--- src/rtl/l2_mem_burst_adapter.sv ---
// l2_mem_burst_adapter: splits one cacheline read/write into a fixed burst of memory beats
module l2_mem_burst_adapter #(
  parameter int LINE_W  = 256,
  parameter int BURST_W = 64,
  parameter int ADDR_W  = 32
) (
  input  logic               clk,
  input  logic               rst,
  input  logic               read_i,
  input  logic               write_i,
  input  logic [ADDR_W-1:0]  line_addr_i,
  input  logic [LINE_W-1:0]  line_wdata_i,
  output logic [LINE_W-1:0]  line_rdata_o,
  output logic               resp_o,
  output logic [ADDR_W-1:0]  burst_addr_o,
  output logic               burst_read_o,
  output logic               burst_write_o,
  output logic [BURST_W-1:0] burst_wdata_o,
  input  logic [BURST_W-1:0] burst_rdata_i,
  input  logic               burst_resp_i,
  output logic               err_o
);
  localparam int BEATS = LINE_W / BURST_W;
  localparam int CW    = BEATS > 1 ? $clog2(BEATS) : 1;
  typedef enum logic [1:0] {IDLE, READ, WRITE, RESP} state_t;
  state_t state, state_nx;
  logic [CW-1:0] cnt;
  logic [BEATS-1:0][BURST_W-1:0] wline, rline;
  logic busy, last, take;
  assign busy = state == READ || state == WRITE;
  assign last = burst_resp_i && cnt == CW'(BEATS - 1);
  assign take = state == IDLE && (read_i || write_i);
  always_comb begin
    state_nx = state == IDLE ? (read_i ? READ : write_i ? WRITE : IDLE) :
               state == RESP ? IDLE :
               last          ? RESP : state;
  end
  always_ff @(posedge clk or negedge rst) begin
    if (!rst) state <= IDLE;
    else      state <= state_nx;
  end
  always_ff @(posedge clk or negedge rst) begin
    if (!rst) begin
      cnt          <= '0;
      wline        <= '0;
      rline        <= '0;
      burst_addr_o <= '0;
      err_o        <= 1'b0;
    end else begin
      if (take) burst_addr_o <= line_addr_i & ~ADDR_W'(LINE_W / 8 - 1);
      if (take && !read_i) wline <= line_wdata_i;
      if (busy && burst_resp_i) cnt <= last ? '0 : CW'(cnt + 1'b1);
      if (state == READ && burst_resp_i) rline[cnt] <= burst_rdata_i;
      // beats arriving with no burst outstanding are a memory-side protocol error
      if (!busy && burst_resp_i) err_o <= 1'b1;
    end
  end
  assign line_rdata_o  = rline;
  assign resp_o        = state == RESP;
  assign burst_read_o  = state == READ;
  assign burst_write_o = state == WRITE;
  assign burst_wdata_o = state == WRITE ? wline[cnt] : '0;
endmodule
--- config.mk ---
export PLATFORM = sky130hd
export DESIGN_NAME = l2_mem_burst_adapter
export DESIGN_NICKNAME = d
export VERILOG_FILES = /design/src/rtl/l2_mem_burst_adapter.sv
export SDC_FILE = /design/constraint.sdc
export NUM_CORES = 1
export LEC_CHECK = 0
export BUFFER_PORTS_ARGS = -buffer_cell sky130_fd_sc_hd__buf_2
export CORE_ASPECT_RATIO = 0.75
export CORE_MARGIN = 3
export CORE_UTILIZATION = 25
export DETAILED_ROUTE_END_ITERATION = 8
export PLACE_DENSITY = 0.53
export SETUP_SLACK_MARGIN = 0.5
export SYNTH_ARGS = -nofsm -noshare
export SYNTH_HDL_FRONTEND = slang
export SYNTH_SLANG_ARGS = --single-unit
--- constraint.sdc ---
create_clock -name clk -period 2 [get_ports clk]
set_input_delay 0.3 -clock clk [delete_from_list [all_inputs] [get_ports clk]]
set_output_delay 0.3 -clock clk [all_outputs]
set_load 0.005 [all_outputs]
==> results by group <==
Placed design
  • Placed Instances: 3336
  • DP HPWL: 54000 um
  • Final Wtd Congestion: 0.847
  • Dpl cell area: 0.0291 mm2
  • Port bufs: 702

Synthesis
  • Synth warn: 0
  • Sequential area share after synthesis: 58.6%
  • Mapped Cells: 1395
  • Seq cells post-synth: 544
  • Yosys cell types: 22
  • Syn avg cell area: 16.6 um2
  • Mapped cell area: 0.0232 mm2

Floorplan
  • Initial core utilization: 25.3%
  • Cell row count: 96
  • Die Y: 270 um
  • IO Count: 713
  • Core footprint: 0.0918 mm2
  • Full die area: 0.0966 mm2
  • DIE WIDTH: 358 um

Timing
  • Fin. max-slew vios: 0
  • Worst setup margin: -0.466 ns
  • Slew @ Worst Pin: 0.511 ns
  • TNS Setup: -51.62 ns
  • Final setup vio count: 434
  • Slew headroom: 65.9%
  • Layout Skew: 0.0231 ns
  • Fmax: 405 MHz
  • Final period util: 123%
  • Hold Vio Cnt, Final: 0
  • Worst hold margin: 0.0657 ns
  • Setup repair after global routing missed its margin: true
  • Fin crit period: 2.47 ns

Clocking
  • Total CTS buffers: 58
  • # clock sinks: 544
  • Bufs on Longest Clock Path: 3
  • CTS root buf: clkbuf_16
  • Clock transition at path regs: 0.07 ns
  • CTS tree: built
  • Clock insertion delay at the later pin of the skew report: 0.62 ns
  • H-tree lvl count: 2

Power
  • Pint: 37.0 mW
  • Cell leakage power: 18.2 nW
  • Pwr/cell area: 1460 mW/mm2
  • Comb pwr share: 42.0%
  • Clock power share: 21.3%
  • Max VDD drop: 0.000758 V
  • Post-route total power: 54.1 mW
  • Share of power burned in registers: 36.7%
  • NetSw: 17.1 mW
  • Switching fraction of total power: 31.6%

Global routing
  • GRT Total Usage: 15.8%
  • Vias in the first global route: 18700
  • First-pass GRT wire length: 118000 um
  • Initial antenna violation count: 6
  • Largest net degree at the start of global routing: 89
  • Total gr overflow: 0

Job
  • Maxcap violations: 0

Finish
  • # fillers: 8490
  • Fin nets: 2975
  • Share of cells above drive strength 1: 61.3%
  • Reg area: 0.0136 mm2
  • Most frequent cells in the layout: buf_2, dfrtp_1, dlygate4sd3_1
  • Post-Layout Cell Count: 3886
  • Design area: 0.0370 mm2
  • Most common cell after layout, fill and taps aside: buf_2
  • Area of the multi-input gates: 0.00954 mm2
  • Area grow syn2layout: 59.2%

Status
  • Failing checks: negative setup slack
  • Run status: finished, violations left

Route
  • Pre-antenna DRT Iters: 4
  • Post-DR vias/cell: 4.32
  • Drt total wl: 82700 um
  • Initial DRC Count: 746
  • Post-DRT Antenna Nets: 0
  • DRC: 0
  • Vias post-DR: 16800
  • Drt wl/cell: 21.3 um

Setup path
  • Worst path required time: 1.70 ns
  • CP arrival: 2.17 ns
  • Max FO, Critical Path: 13
  • Critical Path Source Type: flop
  • CP Capture Type: output port
  • Worst setup path class: reg -> out

Worst hold path
  • Worst hold path type: in -> reg
[area by class of cell]
| class | instances | area share, % |
|---|---|---|
| Antenna cell | 4 | 0.0271 |
| Timing Repair Buffer | 1237 | 27.6 |
| Inverter | 5 | 0.0778 |
| Clock buffer | 86 | 4.67 |
| Tap cell | 1225 | 4.15 |
| Clock inverter | 21 | 0.802 |
| Multi-Input combinational cell | 764 | 25.8 |
| Sequential cell | 544 | 36.8 |
[what timing repair did]
item,in CTS,in global routing
cloned,13,37
gates resized for setup,82,78
endpoints found under the setup margin,628,672
buffers inserted,24,17
hold buffers,348,0
hold endpoints to repair,709,0
pin swaps,4,4
[power by group through the flow]
| stage | Sequential, mW | Clock [mW] | Combinational (mW) |
|---|---|---|---|
| after floorplan | 19.3 | 0 | 12.0 |
| after global placement | 19.5 | 0 | 19.1 |
| after detailed placement | 19.7 | 0 | 19.5 |
| after CTS | 19.8 | 11.8 | 21.6 |
| after global routing | 20.5 | 12.3 | 24.1 |
| final | 19.9 | 11.5 | 22.7 |
[sequential cells by signal, summed over array words and instances (netlist names)]
name	cells
burst_addr_o	27
line_rdata_o	256
wline	256
cnt	2
state	2
err_o	1
[Yosys cell counts (all sizes together)]
cell type / number / area [um2]
inv: 5 / 18.8
mux2: 541 / 6950
ha: 8 / 100
nand3: 4 / 40.0
o21ai: 1 / 8.76
o31ai: 2 / 15.0
o22ai: 64 / 400
nor2: 1 / 3.75
nand3b: 1 / 11.3
mux2i: 128 / 1280
a21o: 1 / 7.51
dfrtp: 544 / 13600
nand2b: 1 / 6.26
conb: 1 / 3.75
a21oi: 2 / 10.0
buf: 81 / 713
nand2: 3 / 11.3
clkbuf: 7 / 26.3
[final timing paths]
check | depth (start not counted) | to | slack, ns | from
worst max-delay path | 8 | burst_wdata_o[53] | -0.47 | state[0]$_DFFE_PN0P_
worst min register to register | 1 | err_o$_DFFE_PN0P_ | 0.46 | err_o$_DFFE_PN0P_
max in group asynchronous | 4 | wline[149]$_DFFE_PN0P_ | 0.89 | rst
worst max register to register | 11 | wline[243]$_DFFE_PN0P_ | -0.14 | state[1]$_DFFE_PN0P_
worst min-delay path | 2 | line_rdata_o[206]$_DFFE_PN0P_ | 0.07 | burst_rdata_i[14]
min in group asynchronous | 2 | line_rdata_o[58]$_DFFE_PN0P_ | 0.20 | rst
[metal layers]
layer / GRT usage, % / share of wire, %
met5: 0 / 0
met1: 19.7 / 43
met3: 3.14 / 4.8
met4: 6.07 / 3.6
met2: 27.0 / 49
[per-stage QoR]
stage / utilization, % / setup WS, ns
2_1_floorplan: - / 0.330
3_5_place_dp: 31.7 / 0.0284
6_report: 40.3 / -0.466
3_3_place_gp: 31.7 / 0.0144
5_1_grt: 40.3 / -0.559
4_1_cts: 38.8 / -0.481
[logic make-up (layout without fill, tap and decap cells)]
group / Yosys count / count (layout) / synth area share (%)
and+or+nand+nor: 10 / 12 / 0.313
muxes: 669 / 669 / 35.5
AOI/OAI and AO/OA: 70 / 70 / 1.90
other: 1 / 9 / 0.0161
adders and majority gates: 8 / 8 / 0.431
DFF: 544 / 544 / 58.6
buffers and inverters: 93 / 1349 / 3.27
[worst max-delay path, cell delays in order, from the launching register on]
cell and delay, ns:
dfrtp_1 0.40, inv_2 0.09, ha_4 0.19, buf_12 0.11, nand2b_4 0.05, buf_12 0.16, buf_12 0.18, o22ai_2 0.17
buf_2 0.15
No activity file was read; power rests on OpenSTA's default activity.
